--- src/rtl/fp_mul_seq_ctrl.sv ---
// fp_mul_seq_ctrl: multi-cycle binary32 multiplier sequencer.
// Shift-add mantissa product, normalize, round-to-nearest-even, exponent
// update with saturating overflow and flush-to-zero underflow.
// Optional macro FP_MUL_SPECIALS_EN: NaN/inf operands take the fast path and
// invalid_flag becomes live; otherwise exponent 255 is an ordinary exponent.
module fp_mul_seq_ctrl #(
  parameter int unsigned BITS_PER_CYCLE = 1  // legal: 1, 2, 3, 4
) (
  input  logic        clk,
  input  logic        rst,
  input  logic        in_valid,
  output logic        in_ready,
  input  logic [31:0] a,
  input  logic [31:0] b,
  output logic        out_valid,
  input  logic        out_ready,
  output logic [31:0] z,
  output logic        overflow_flag,
  output logic        underflow_flag,
  output logic        invalid_flag,
  output logic        busy
);

  localparam int unsigned N_CYCLES = 24 / BITS_PER_CYCLE;
  localparam int unsigned CNT_W    = 5;
  localparam int unsigned EXP_W    = 10;
  localparam int unsigned PROD_W   = 48;
  localparam int unsigned MANT_W   = 23;

  typedef enum logic [2:0] {
    S_IDLE,
    S_MUL,
    S_NORM,
    S_ROUND,
    S_DONE
  } state_e;

  state_e              state_q, state_d;
  logic                sign_q, sign_d;
  logic [EXP_W-1:0]    exp_sum_q, exp_sum_d;
  logic [PROD_W-1:0]   mcand_q, mcand_d;
  logic [23:0]         mplier_q, mplier_d;
  logic [PROD_W-1:0]   prod_q, prod_d;
  logic [CNT_W-1:0]    cnt_q, cnt_d;
  logic [MANT_W-1:0]   mant_q, mant_d;
  logic                guard_q, guard_d;
  logic                sticky_q, sticky_d;
  logic                ovf_q, ovf_d;
  logic [31:0]         z_q, z_d;
  logic                ovf_flag_q, ovf_flag_d;
  logic                unf_flag_q, unf_flag_d;
  logic                inv_flag_q, inv_flag_d;

  logic                op_sign;
  logic                a_zero, b_zero;
  logic                fast_hit;
  logic [31:0]         fast_z;
  logic                fast_inv;
  logic [PROD_W-1:0]   prod_acc;
  logic                round_up;
  logic                ovf_rnd;
  logic [MANT_W-1:0]   mant_rnd;
  logic [EXP_W-1:0]    internal_exp;

  assign op_sign = a[31] ^ b[31];
  assign a_zero  = (a[30:23] == 8'h00);
  assign b_zero  = (b[30:23] == 8'h00);

`ifdef FP_MUL_SPECIALS_EN
  logic a_inf, b_inf, a_nan, b_nan;
  assign a_inf = (a[30:23] == 8'hFF) && (a[22:0] == 23'h0);
  assign b_inf = (b[30:23] == 8'hFF) && (b[22:0] == 23'h0);
  assign a_nan = (a[30:23] == 8'hFF) && (a[22:0] != 23'h0);
  assign b_nan = (b[30:23] == 8'hFF) && (b[22:0] != 23'h0);
`endif

  // Fast-path classification of the incoming operand pair
  always_comb begin
    fast_hit = a_zero | b_zero;
    fast_z   = {op_sign, 31'h0};
    fast_inv = 1'b0;
`ifdef FP_MUL_SPECIALS_EN
    if (a_nan || b_nan || (a_inf && b_zero) || (b_inf && a_zero)) begin
      fast_hit = 1'b1;
      fast_z   = 32'h7FC0_0000;
      fast_inv = 1'b1;
    end else if (a_inf || b_inf) begin
      fast_hit = 1'b1;
      fast_z   = {op_sign, 8'hFF, 23'h0};
    end
`endif
  end

  // Next-state and datapath update
  always_comb begin
    state_d    = state_q;
    sign_d     = sign_q;
    exp_sum_d  = exp_sum_q;
    mcand_d    = mcand_q;
    mplier_d   = mplier_q;
    prod_d     = prod_q;
    cnt_d      = cnt_q;
    mant_d     = mant_q;
    guard_d    = guard_q;
    sticky_d   = sticky_q;
    ovf_d      = ovf_q;
    z_d        = z_q;
    ovf_flag_d = ovf_flag_q;
    unf_flag_d = unf_flag_q;
    inv_flag_d = inv_flag_q;
    prod_acc     = prod_q;
    round_up     = 1'b0;
    ovf_rnd      = 1'b0;
    mant_rnd     = mant_q;
    internal_exp = exp_sum_q;

    unique case (state_q)
      S_IDLE: begin
        if (in_valid) begin
          sign_d    = op_sign;
          exp_sum_d = {2'b00, a[30:23]} + {2'b00, b[30:23]} - EXP_W'(127);
          mcand_d   = PROD_W'({1'b1, a[22:0]});
          mplier_d  = {1'b1, b[22:0]};
          prod_d    = '0;
          cnt_d     = '0;
          if (fast_hit) begin
            z_d        = fast_z;
            ovf_flag_d = 1'b0;
            unf_flag_d = 1'b0;
            inv_flag_d = fast_inv;
            state_d    = S_DONE;
          end else begin
            state_d = S_MUL;
          end
        end
      end

      S_MUL: begin
        for (int i = 0; i < int'(BITS_PER_CYCLE); i++) begin
          if (mplier_q[5'(i)]) prod_acc = prod_acc + (mcand_q << i);
        end
        prod_d   = prod_acc;
        mcand_d  = mcand_q << BITS_PER_CYCLE;
        mplier_d = mplier_q >> BITS_PER_CYCLE;
        cnt_d    = cnt_q + CNT_W'(1);
        if (cnt_q == CNT_W'(N_CYCLES - 1)) state_d = S_NORM;
      end

      S_NORM: begin
        if (prod_q[47]) begin
          ovf_d    = 1'b1;
          mant_d   = prod_q[46:24];
          guard_d  = prod_q[23];
          sticky_d = |prod_q[22:0];
        end else begin
          ovf_d    = 1'b0;
          mant_d   = prod_q[45:23];
          guard_d  = prod_q[22];
          sticky_d = |prod_q[21:0];
        end
        state_d = S_ROUND;
      end

      S_ROUND: begin
        round_up     = guard_q & (sticky_q | mant_q[0]);
        ovf_rnd      = (&mant_q) & round_up;
        // An all-ones mantissa wraps to zero on round-up; ovf_rnd bumps the exponent
        mant_rnd     = mant_q + MANT_W'(round_up);
        internal_exp = exp_sum_q + EXP_W'(ovf_q) + EXP_W'(ovf_rnd);
        inv_flag_d   = 1'b0;
        if ($signed(internal_exp) >= $signed(EXP_W'(255))) begin
          z_d        = {sign_q, 8'hFF, 23'h0};
          ovf_flag_d = 1'b1;
          unf_flag_d = 1'b0;
        end else if ($signed(internal_exp) <= $signed(EXP_W'(0))) begin
          z_d        = {sign_q, 31'h0};
          ovf_flag_d = 1'b0;
          unf_flag_d = 1'b1;
        end else begin
          z_d        = {sign_q, internal_exp[7:0], mant_rnd};
          ovf_flag_d = 1'b0;
          unf_flag_d = 1'b0;
        end
        state_d = S_DONE;
      end

      S_DONE: begin
        if (out_ready) state_d = S_IDLE;
      end

      default: state_d = S_IDLE;
    endcase
  end

  // State and datapath registers
  always_ff @(posedge clk or posedge rst) begin
    if (rst) begin
      state_q    <= S_IDLE;
      sign_q     <= 1'b0;
      exp_sum_q  <= '0;
      mcand_q    <= '0;
      mplier_q   <= '0;
      prod_q     <= '0;
      cnt_q      <= '0;
      mant_q     <= '0;
      guard_q    <= 1'b0;
      sticky_q   <= 1'b0;
      ovf_q      <= 1'b0;
      z_q        <= '0;
      ovf_flag_q <= 1'b0;
      unf_flag_q <= 1'b0;
      inv_flag_q <= 1'b0;
    end else begin
      state_q    <= state_d;
      sign_q     <= sign_d;
      exp_sum_q  <= exp_sum_d;
      mcand_q    <= mcand_d;
      mplier_q   <= mplier_d;
      prod_q     <= prod_d;
      cnt_q      <= cnt_d;
      mant_q     <= mant_d;
      guard_q    <= guard_d;
      sticky_q   <= sticky_d;
      ovf_q      <= ovf_d;
      z_q        <= z_d;
      ovf_flag_q <= ovf_flag_d;
      unf_flag_q <= unf_flag_d;
      inv_flag_q <= inv_flag_d;
    end
  end

  assign in_ready       = (state_q == S_IDLE) && !rst;
  assign out_valid      = (state_q == S_DONE);
  assign busy           = (state_q != S_IDLE);
  assign z              = z_q;
  assign overflow_flag  = ovf_flag_q;
  assign underflow_flag = unf_flag_q;
`ifdef FP_MUL_SPECIALS_EN
  assign invalid_flag   = inv_flag_q;
`else
  assign invalid_flag   = 1'b0;
  logic unused_inv;
  assign unused_inv     = inv_flag_q;
`endif

endmodule

--- config.mk ---
export PLATFORM = sky130hd
export DESIGN_NAME = fp_mul_seq_ctrl
export DESIGN_NICKNAME = d
export VERILOG_FILES = /design/src/rtl/fp_mul_seq_ctrl.sv
export SDC_FILE = /design/constraint.sdc
export NUM_CORES = 1
export LEC_CHECK = 0
export ABC_AREA = 1
export CORE_UTILIZATION = 48
export DETAILED_ROUTE_END_ITERATION = 7
export PLACE_DENSITY = 0.79
export SLEW_MARGIN = 10
export SYNTH_ARGS = -nofsm -noshare
export SYNTH_HDL_FRONTEND = slang
export SYNTH_SLANG_ARGS = --single-unit
export TNS_END_PERCENT = 100
--- constraint.sdc ---
create_clock -name clk -period 7.3 [get_ports clk]
set_clock_uncertainty 0.2 [all_clocks]
set_input_delay 1.46 -clock clk [delete_from_list [all_inputs] [get_ports clk]]
set_output_delay 1.46 -clock clk [all_outputs]
set_load 0.005 [all_outputs]
[Yosys cells after proc, flatten, opt, wreduce, memory -nomap -nowiden]
Cells that the tools add are included.
Storage, ports and cells
  bits in registers: 199
  input port bits: 68
Cells by class
  add/subtract/negate cells: 7
  order comparisons: 2
  equal/unequal tests: 10
  mux-type cells: 30
  bitwise gates (word level): 5
  reductions and logical operators: 16
Operators with widths (number)
  48-bit case mux with 2 select lines: 2
  48-bit two-way mux: 3
  32-bit two-way mux: 2
  32-bit case mux with 2 select lines: 1
  31-bit two-way mux: 2
  48-bit adder: 1
  24-bit case mux with 2 select lines: 1
  24-bit two-way mux: 1
  23-bit by 1-bit adder with 23-bit output: 1
  23-bit two-way mux: 1
  23-bit AND reduction: 1
  23-bit OR reduction: 1
  22-bit OR reduction: 1
  10-bit by 1-bit adder with 10-bit output: 2
  8-bit zero test: 2
  3-bit case mux with 5 select lines: 1
  3-bit two-way mux: 4
  10-bit by 9-bit greater-or-equal comparator with 1-bit output, second input constant: 1
  10-bit by 1-bit less-or-equal comparator with 1-bit output, second input constant: 1
  5-bit case mux with 2 select lines: 1
  9-bit by 7-bit subtractor with 10-bit output, second input constant: 1
  8-bit by 8-bit adder with 9-bit output: 1
  3-bit AND reduction: 3
  1-bit two-way mux: 8
  18 further kinds: 27

[Longest topological paths before layout]
Gate-level depths: netlist (run 1).
  depth after elaboration: 8
  depth in mapped cells: 20
  depth with buffers taken out: 19

[Least setup slack after synthesis (run 1)]
OpenSTA, ideal clock, no wires.
  path kind: input to register
  start: input port a[24]
  end: register exp_sum_q[7]
  library setup time: 0.131 ns
  arrival time: 2.925 ns
  required time: 6.969 ns
  path slack: 4.044 ns
  stages: 10
  buffers on the path: 0
  path through: ha_1 ha_1 fa_1 nand3_1 nand3_1 nand2_1 nand2_1 a21o_1 nor2_1 o22ai_1
Between the ends
  cells in the longest elaborated chain, start to end: 2
RTL lines
  from (decl): RTL line 13  | input logic [31:0] a,
  8-bit by 8-bit adder with 9-bit output: RTL line 121  | exp_sum_d = {2'b00, a[30:23]} + {2'b00, b[30:23]} - EXP_W'(127);
  9-bit by 7-bit subtractor with 10-bit output: RTL line 121
  to (signal assigned): RTL line 216  | exp_sum_q <= exp_sum_d;
  to (decl): RTL line 40  | logic [EXP_W-1:0] exp_sum_q, exp_sum_d;
No other way between the ends.
A chain may end at the register's enable or synchronous reset.

[Final worst setup path (run 1)]
  start: input port rst
  end: output port in_ready
Between the ends
  cells in the longest elaborated chain, start to end: 2
RTL lines
  from (decl): RTL line 10  | input logic rst,
  1-bit zero test: RTL line 232  | assign in_ready = (state_q == S_IDLE) && !rst;
  1-bit logical AND: RTL line 232
  to (decl): RTL line 12  | output logic in_ready,
No other way between the ends.

==> impl_metrics.yaml, run 1 <==
placement:
  dpl_worst_slack_ns: 2.86
  dp_hpwl_um: 28000
  io_buffer_count: 104
  dpl_cell_area_um2: 14900
  place.gp.congestion: 0.995
layout:
  drive_gt1_frac: 0.0338
  stdcell_area_um2: 15500
  final_nets: 2220
  final_cell_mix: "684 x nand2_1, 382 x inv_1, 199 x dfrtp_1"
  layout_commonest_cell: "nand2_1"
  synthToLayoutAreaGrowth_pct: 13.9
drt:
  num_vias: 12800
  drtPass1Iterations: 6
  drtIter0Drc: 948
  wl_met2_um: 17100
  drt-wirelength-per-cell_um: 14.7
  wl_met3_um: 2090
  top_layer_used: "met5"
  wl_met1_um: 16600
  via_per_inst: 5.16
  ant_nets: 0
  drc: 0
  routed_wl_um: 36300
clocking:
  clk_pin_slew_ns: 0.07
  cts.sinks: 199
  numCtsBuffers: 17
  htreeDepth: 4
  insertion_delay_ns: 0.45
  cts_root_buf: "clkbuf_16"
  cts_resized: 0
  postCtsSetupBuffers: 0
  cts_tree: "yes"
  cts.path.max_buffers: 2
  hold_buffers: 0
synth:
  synthMuxAreaShare: 0
  yosys.area_share.simple: 0.315
  synthAdderAreaFrac: 0.0634
  synth-edff-count: 0
  yosys.area_share.xor_xnor: 0.0186
  netlist_area_um2: 13600
  synth_top_family_by_area: "simple AND/OR/NAND/NOR gates"
  async_flop_share: 1.00
  syn_avg_cell_area_um2: 6.76
  yosys.area.top_type: "dfrtp_1"
  syn_nets: 2144
  synthFlopType: "dfrtp_1"
  synth_top_area_frac: 0.367
  ys_seq_area_frac: 0.367
  synth_cell_types: 45
  synth_compound_area_frac: 0.108
  synth-seq-cells: 199
  syn_inst: 2009
  synth_warnings: 0
  synth_area_leaders: "dfrtp_1 37%, nand2_1 19%, inv_1 11%, ha_1 5.9%, nor2_1 3.7%"
die:
  rows: 61
  die_area_um2: 29000
  ioPinCount: 106
  initial_core_util: 0.489
  die_h_um: 170
  die_x_um: 170
  coreArea_um2: 27800
critical_path:
  critPathMaxFanout: 2
  path_cells: "clkdlybuf4s50_1 -> nor2_1 -> clkdlybuf4s50_1"
  required_ns: 5.64
  critPathSlowestCell: "clkdlybuf4s50_1"
  crit_path_end_kind: "output pin"
  cpMostUsedCell: "clkdlybuf4s50_1"
  critPathMaxStageDelay_ns: 0.51
  cp.arrival_ns: 2.62
  cp-start-kind: "input pin"
  critPathKind: "input pin to output pin"
timing:
  finalCritPeriodShare: 0.586
  fin_ws_ns: 3.02
  holdWs_ns: 0.274
  final_max_slew_viol_count: 0
  timing_hold_violations_final: 0
  clock.fmax_mhz: 234
  period_needed_ns: 4.28
  rsz0062_at_grt: "no"
  finalSetupTns_ns: 0
  max_slew_margin: 0.256
  setup_viol: 0
  timing_worst_slew_pin_value_ns: 1.12
global_routing:
  grt_use_total: 0.262
  grt_pass1_vias: 12100
  antenna_found_initial: 2
  gr-total-overflow: 0
  grt_pass1_wl_um: 59900
  grt_max_degree: 154
power_and_ir_drop:
  max-vdd-ir-drop_uv: 270
  p_per_area_nw_per_um2: 416
  p_leak_nw: 8.13
  finalPower_mw: 6.44
status:
  outcome: "complete, no violations"
job:
  cap_violations: 0
hold_path:
  min_path_type: "register to register"
==> synth_stat cells, types with 2 or more instances <==
library cell / count
a211oi_1: 2
a21o_1: 3
a21oi_1: 45
a221oi_1: 42
a22o_1: 4
and2_1: 2
buf_2: 20
buf_4: 3
buf_6: 4
clkbuf_1: 25
dfrtp_1: 199
fa_1: 3
ha_1: 64
inv_1: 384
inv_2: 6
nand2_1: 684
nand2_2: 6
nand3_1: 98
nand3b_1: 5
nand4_1: 20
nor2_1: 134
nor2_2: 5
nor2_4: 3
nor3_1: 55
nor3_2: 2
nor4_1: 11
o211ai_1: 12
o21ai_0: 79
o21ai_1: 11
o21bai_1: 4
o22ai_1: 28
o31ai_1: 4
or2_2: 5
xnor2_1: 5
xor2_1: 22
==> logic make-up (layout without fill, tap and decap cells) <==
logic type               after synthesis  count (layout)
AO/OA/AOI/OAI                        238             238
XOR/XNOR                              28              28
adder cells (fa/ha/maj)               67              67
buffers and inverters                443             532
flip-flops                           199             199
other                                  1               2
AND/OR/NAND/NOR                     1033            1033
==> flip-flops by register name (all words and copies together), names as in the netlist <==
| name | flops |
|---|---|
| guard_q | 1 |
| mplier_q | 24 |
| overflow_flag | 1 |
| exp_sum_q | 10 |
| sign_q | 1 |
| cnt_q | 5 |
| ovf_q | 1 |
| state_q | 3 |
| sticky_q | 1 |
| z | 32 |
| prod_q | 48 |
| mant_q | 23 |
| mcand_q | 48 |
| underflow_flag | 1 |
==> layout make-up <==
cell class | count | area [µm²]
Fill cell | 2738 | 12300
Multi-Input combinational cell | 1367 | 6870
Sequential cell | 199 | 4980
Inverter | 391 | 1480
Timing Repair Buffer | 109 | 1080
Tap cell | 378 | 473
Clock buffer | 18 | 439
Clock inverter | 14 | 141
Antenna cell | 1 | 2.50
==> worst paths after layout <==
| path | start | cells after the start | end | slack [ns] |
|---|---|---|---|---|
| setup / recovery | rst | 3 | in_ready | 3.02 |
| setup reg to reg | mant_q[0] | 13 | z[2] | 3.54 |
| max in group asynchronous | rst | 3 | mcand_q[24] | 4.20 |
| hold reg to reg | overflow_flag | 2 | overflow_flag | 0.27 |
| hold / removal | overflow_flag | 2 | overflow_flag | 0.27 |
| min in group asynchronous | rst | 2 | z[28] | 1.47 |
==> report_power, final <==
group	internal, mW	total (mW)	switching (mW)
clock	0.490	0.948	0.458
combinational	1.21	3.55	2.35
sequential	1.57	1.94	0.365
==> per-layer routing <==
metal | up-vias | track usage
li1 | 6490 | -
met1 | 5880 | 0.351
met3 | 42 | 0.0391
met4 | 2 | 0.0623
met2 | 368 | 0.446
met5 | - | 0
==> critical path: cells and delay by family <==
kind	cells	cell delay [ns]
AND/OR/NAND/NOR	1	0.15
buffers and inverters	2	1.01
==> metrics by stage <==
step,cells,utilization
after floorplan,2009,-
after global placement,2444,0.536
after detailed placement,2444,0.536
after CTS,2476,0.557
after global routing,2476,0.557
final,2477,0.557
Power figures use the tool's default switching activity.
==> inputs of run 2 (changes only) <==
PLACE_DENSITY = 0.77   (was 0.79)
clock period = 4.1 ns   (was 7.3 ns; I/O delays follow)
==> run 2 against run 1 <==
Register-to-register slack worse by 2.9 ns; final area is 0.17% higher; setup slack worse by 2.4 ns; cell count is 0.12% higher; largest cell class unchanged; largest power group unchanged; highest routed layer is now met4.
==> impl_metrics.yaml, run 2 (synthesis gave the netlist of run 1 again) <==
power_and_ir_drop:
  p_leak_nw: 8.14
  max-vdd-ir-drop_uv: 339
  seq_power_share: 0.302
  pwr-share-comb: 0.554
  clkPwrFrac: 0.144
  p_per_area_nw_per_um2: 741
  p_switching_mw: 5.70
  power.internal_mw: 5.78
  p_sw_frac: 0.496
layout:
  synthToLayoutAreaGrowth_pct: 14.1
  drive_gt1_frac: 0.0347
  final_cell_mix: "684 x nand2_1, 382 x inv_1, 199 x dfrtp_1"
  final_nets: 2224
  ff_latch_area_um2: 4980
  antenna_cells: 0
  fillCellCount: 2750
  stdcell_area_um2: 15500
  layout_commonest_cell: "nand2_1"
  final_util: 0.558
  multi_input_area_um2: 6870
drt:
  num_vias: 12700
  drt-wirelength-per-cell_um: 14.7
  ant_nets: 0
  via_per_inst: 5.13
  drc: 0
  drtPass1Iterations: 5
  drtIter0Drc: 1014
  routed_wl_um: 36400
clocking:
  cts_resized: 0
  clk_pin_slew_ns: 0.08
  cts_tree: "yes"
  cts.path.max_buffers: 2
  insertion_delay_ns: 0.44
  hold_buffers: 0
  numCtsBuffers: 17
  cts.sinks: 199
  cts_root_buf: "clkbuf_16"
  htreeDepth: 4
  postCtsSetupBuffers: 0
timing:
  timing_worst_slew_pin_value_ns: 1.09
  timing_hold_violations_final: 0
  holdWs_ns: 0.280
  max_slew_margin: 0.273
  finalCritPeriodShare: 0.839
  period_needed_ns: 3.44
  rsz0062_at_grt: "no"
  setup_viol: 0
  final_max_slew_viol_count: 0
  finalSetupTns_ns: 0
  clock.fmax_mhz: 291
die:
  die_h_um: 170
  ioPinCount: 106
  coreArea_um2: 27800
  rows: 61
  initial_core_util: 0.489
  die_x_um: 170
  die_area_um2: 29000
critical_path:
  crit_path_end_kind: "register"
  path_cells: "o21ai_0 -> nor4_1 -> nand4_1 -> fa_1 -> inv_2 -> nand2_2 -> nor2_4 -> nand3_1 -> xor2_2 -> nand3_4 -> nor2_4 -> nand2_1 -> nand2_1"
  required_ns: 4.28
  critPathSlowestCell: "fa_1"
  cp-start-kind: "register"
  cp.arrival_ns: 3.62
  critPathMaxFanout: 15
  critPathKind: "register to register"
  critPathMaxStageDelay_ns: 0.48
global_routing:
  grt-busiest-layer: "met2"
  grt_use_met3: 0.0349
  grt_use_met1: 0.350
  antenna_found_initial: 0
  grt_pass1_vias: 12300
  grt_use_total: 0.263
  grt_max_degree: 96
  grt_pass1_wl_um: 60100
  grtUsageMet2: 0.453
  gr-total-overflow: 0
status:
  outcome: "complete, no violations"
placement:
  dpl_cell_area_um2: 14900
  io_buffer_count: 104
  place.gp.congestion: 0.927
  dp_hpwl_um: 28200
hold_path:
  min_path_type: "register to register"
job:
  cap_violations: 0
## run 2: per-stage QoR
step | power, mW | worst slack, ns | cells
finish | 11.5 | 0.658 | 2480
detailed placement | 9.77 | 0.669 | 2448
global route | 12.5 | 0.415 | 2480
floorplan | 7.85 | 0.506 | 2009
global placement | 9.60 | 0.844 | 2448
CTS | 11.4 | 0.659 | 2480
## run 2: final timing paths
check / start / to / slack, ns / cells after the start
max in group asynchronous: rst / prod_q[17] / 2.22 / 3
min in group asynchronous: rst / exp_sum_q[7] / 0.67 / 2
max: mant_q[0] / z[0] / 0.66 / 13
min: z[8] / z[8] / 0.28 / 2
max reg2reg: mant_q[0] / z[0] / 0.66 / 13
min reg2reg: z[8] / z[8] / 0.28 / 2
## run 2: critical path: cells and delay by family (launching register included)
family / cells / cell delay [ns]
AOI/OAI and AO/OA: 1 / 0.17
and+or+nand+nor: 9 / 1.67
xor gates and xnor gates: 1 / 0.29
buffers and inverters: 1 / 0.12
adders and majority gates: 1 / 0.48
DFF: 1 / 0.43
## run 2: routing by layer
layer  vias to the layer above  routed length (µm)
met5                         -                   0
met4                         0                 464
met3                        32                1570
met2                       293               17100
met1                      5902               17200
li1                       6486                   -
## run 2: power groups by stage
stage	sequential [mW]	clock [mW]	combinational (mW)
floorplan	3.29	0	4.56
global placement	3.45	0	6.15
detailed placement	3.48	0	6.28
CTS	3.46	1.67	6.31
global route	3.57	1.75	7.18
finish	3.47	1.65	6.36
## run 2: area by class of cell
cell class | count | area share
repair buffers | 113 | 0.0732
clock buffers | 20 | 0.0288
multi-input cells | 1367 | 0.444
flip-flops and latches | 199 | 0.321
clock inverters | 12 | 0.00719
well taps | 378 | 0.0305
inverters | 391 | 0.0951
==> variant, RTL diff (flow settings as in run 1) <==
Change the localparam `CNT_W` from 5 to 10.
--- a/src/rtl/fp_mul_seq_ctrl.sv
+++ b/src/rtl/fp_mul_seq_ctrl.sv
@@ -22,7 +22,7 @@
 );
 
   localparam int unsigned N_CYCLES = 24 / BITS_PER_CYCLE;
-  localparam int unsigned CNT_W    = 5;
+  localparam int unsigned CNT_W    = 10;
   localparam int unsigned EXP_W    = 10;
   localparam int unsigned PROD_W   = 48;
   localparam int unsigned MANT_W   = 23;
Check against the original RTL: same outputs for any inputs over 4 cycles, from zero or initial values and one cycle with rst high; that may be too few to reach the edited logic, so the function may still have changed.
==> variant against run 1 <==
Worst setup slack gained 5.4 ps; sequential cell count is 5 higher; clock power is 38% higher; wire length up 1.6%; area after synthesis up 2.5%; critical path depth is the same; via count grew 2.5%; total power down 9.9%; final area is 4.2% higher; largest cell class unchanged; largest power group unchanged.
==> variant: results (changes against run 1) <==
* Final worst slack at 3030 ps (+5.38 ps)
* Vias/cell at 5.06 (-1.9%)
* First-pass GRT wire length at 61.4 mm (+2.5%)
* Reg-to-Reg Start: mant_q[0]$_DFFE_PP0N_
* Maximum clock path buffer count at 3 (+1)
* DRT iter0 DRCs at 832 (-12%)
* Status: complete, no violations
* PortBufs at 104 (unchanged)
* Sw Ratio at 0.432 (-0.0604)
* # resized after CTS at 0 (unchanged)
* Worst-case reg-to-reg path depth at 13 (unchanged)
* Cell Area, Placed at 15200 µm² (+2.4%)
* Warnings, synthesis at 0 (unchanged)
* GP Congestion at 0.929 (-6.6%)
* Setup bufs post-CTS at 0 (unchanged)
* Hold crit path type: reg2reg
* Post-Place Worst Slack at 2950 ps (+92.1 ps)
* Inserted Clock Buffers at 23 (+6)
* Drt first pass iters at 5 (-1)
* Setup slack, reg-to-reg at 3830 ps (+290 ps)
* Nets at 2327 (+4.8%)
* Slew HR at 0.275 (+0.0194)
* End of the critical path: in_ready
* Top cells by area, synth: dfrtp_1, nand2_1, inv_1, ha_1, nand3_1
* CP Max Fanout at 2 (unchanged)
* Max IR drop VDD at 0.421 mV (+56%)
* FFs w/ async S/R, synth at 1.00 (unchanged)
* Synth unique cells at 45 (unchanged)
* CP startpoint: rst
* Antenna Cells at 0 (-1)
* Clk_lat worst skew at 540 ps (+90 ps)
* # DRC at 0 (unchanged)
* Critical Path AT at 2610 ps (about the same)
* Initial antenna violation count at 0 (-2)
* Top cells by count, synth: nand2_1, inv_1, dfrtp_1, nor2_1, nand3_1
* GRT Total Usage at 0.260 (-0.00203)
* Largest net degree at the start of global routing at 79 (-49%)
* Vias in the first global route at 12705 (+4.8%)
* Pleak at 8.40 nW (+3.3%)
* RR Endpoint: z[2]$_DFFE_PP0P_
* Net Count, Synth at 2240 (+4.5%)
* Root Driver: clkbuf_16
* Post-DP HPWL at 28.4 mm (+1.4%)
* Clk slew on worst S/H paths at 50 ps (-20 ps)
* Layout cells sized above 1 at 0.0353 (+0.00147)
* Sequential fraction of the synthesis area at 0.367 (about the same)
* H-tree depth at 1 (-3)
* DRT Wirelength at 36.9 mm (+1.6%)
* Filler cells at 2712 (-0.95%)
-- variant: cell type report --
cell class / instances / area, µm² / share of cell area
timing repair buffer: 112 / 1100 / 0.0683
clock buffer: 32 / 649 / 0.0403
sequential: 204 / 5100 / 0.317
multi-input combinational: 1467 / 7120 / 0.442
inverter: 384 / 1450 / 0.0901
clock inverter: 10 / 218 / 0.0135
tap: 378 / 473 / 0.0294
-- variant: logic make-up (layout without fill, tap and decap cells) --
group | after synthesis | after routing | synth area share
and+or+nand+nor | 1149 | 1149 | 0.339
buffers and inverters | 434 | 538 | 0.122
AOI/OAI and AO/OA | 230 | 230 | 0.0977
DFF | 204 | 204 | 0.367
adders and majority gates | 67 | 67 | 0.0619
xor gates and xnor gates | 20 | 20 | 0.0126
other | 1 | 1 | 0.000270
-- variant: how the worst min path moves through the flow --
stage                              from                        to  cells after the start
6_report               z[9]$_DFFE_PP0P_          z[9]$_DFFE_PP0P_                      2
5_1_grt                z[8]$_DFFE_PP0P_          z[8]$_DFFE_PP0P_                      2
3_3_place_gp   mplier_q[23]$_DFFE_PP0P_  mplier_q[23]$_DFFE_PP0P_                      2
2_1_floorplan      cnt_q[9]$_DFFE_PP0P_      cnt_q[9]$_DFFE_PP0P_                      1
3_5_place_dp   mplier_q[23]$_DFFE_PP0P_  mplier_q[23]$_DFFE_PP0P_                      2
4_1_cts        mplier_q[23]$_DFFE_PP0P_  mplier_q[23]$_DFFE_PP0P_                      2
-- variant: metrics by stage --
stage / hold WS, ps / cells / total power [mW]
finish: 275 / 2587 / 5.80
floorplan: 241 / 2105 / 3.69
global placement: 256 / 2545 / 4.39
CTS: 274 / 2587 / 5.81
global route: 307 / 2587 / 6.29
detailed placement: 259 / 2545 / 4.47
-- variant: critical path, stage by stage --
cell,delay (ps)
clkdlybuf4s50_1,510
nor2_1,140
clkdlybuf4s50_1,500
-- variant: power groups by stage --
stage / clock network [mW] / registers [mW] / logic (mW)
after floorplan: 0 / 1.79 / 1.90
after global placement: 0 / 1.86 / 2.52
after detailed placement: 0 / 1.88 / 2.59
after CTS: 1.34 / 1.86 / 2.61
after global routing: 1.38 / 1.92 / 2.98
final: 1.31 / 1.87 / 2.62
-- variant: routing by layer --
| layer | track usage | vias up | wire, µm |
|---|---|---|---|
| met2 | 0.449 | 299 | 17300 |
| met4 | 0.0689 | 0 | 905 |
| li1 | - | 6735 | - |
| met5 | 0 | - | 0 |
| met3 | 0.0336 | 58 | 1800 |
| met1 | 0.343 | 6006 | 17000 |
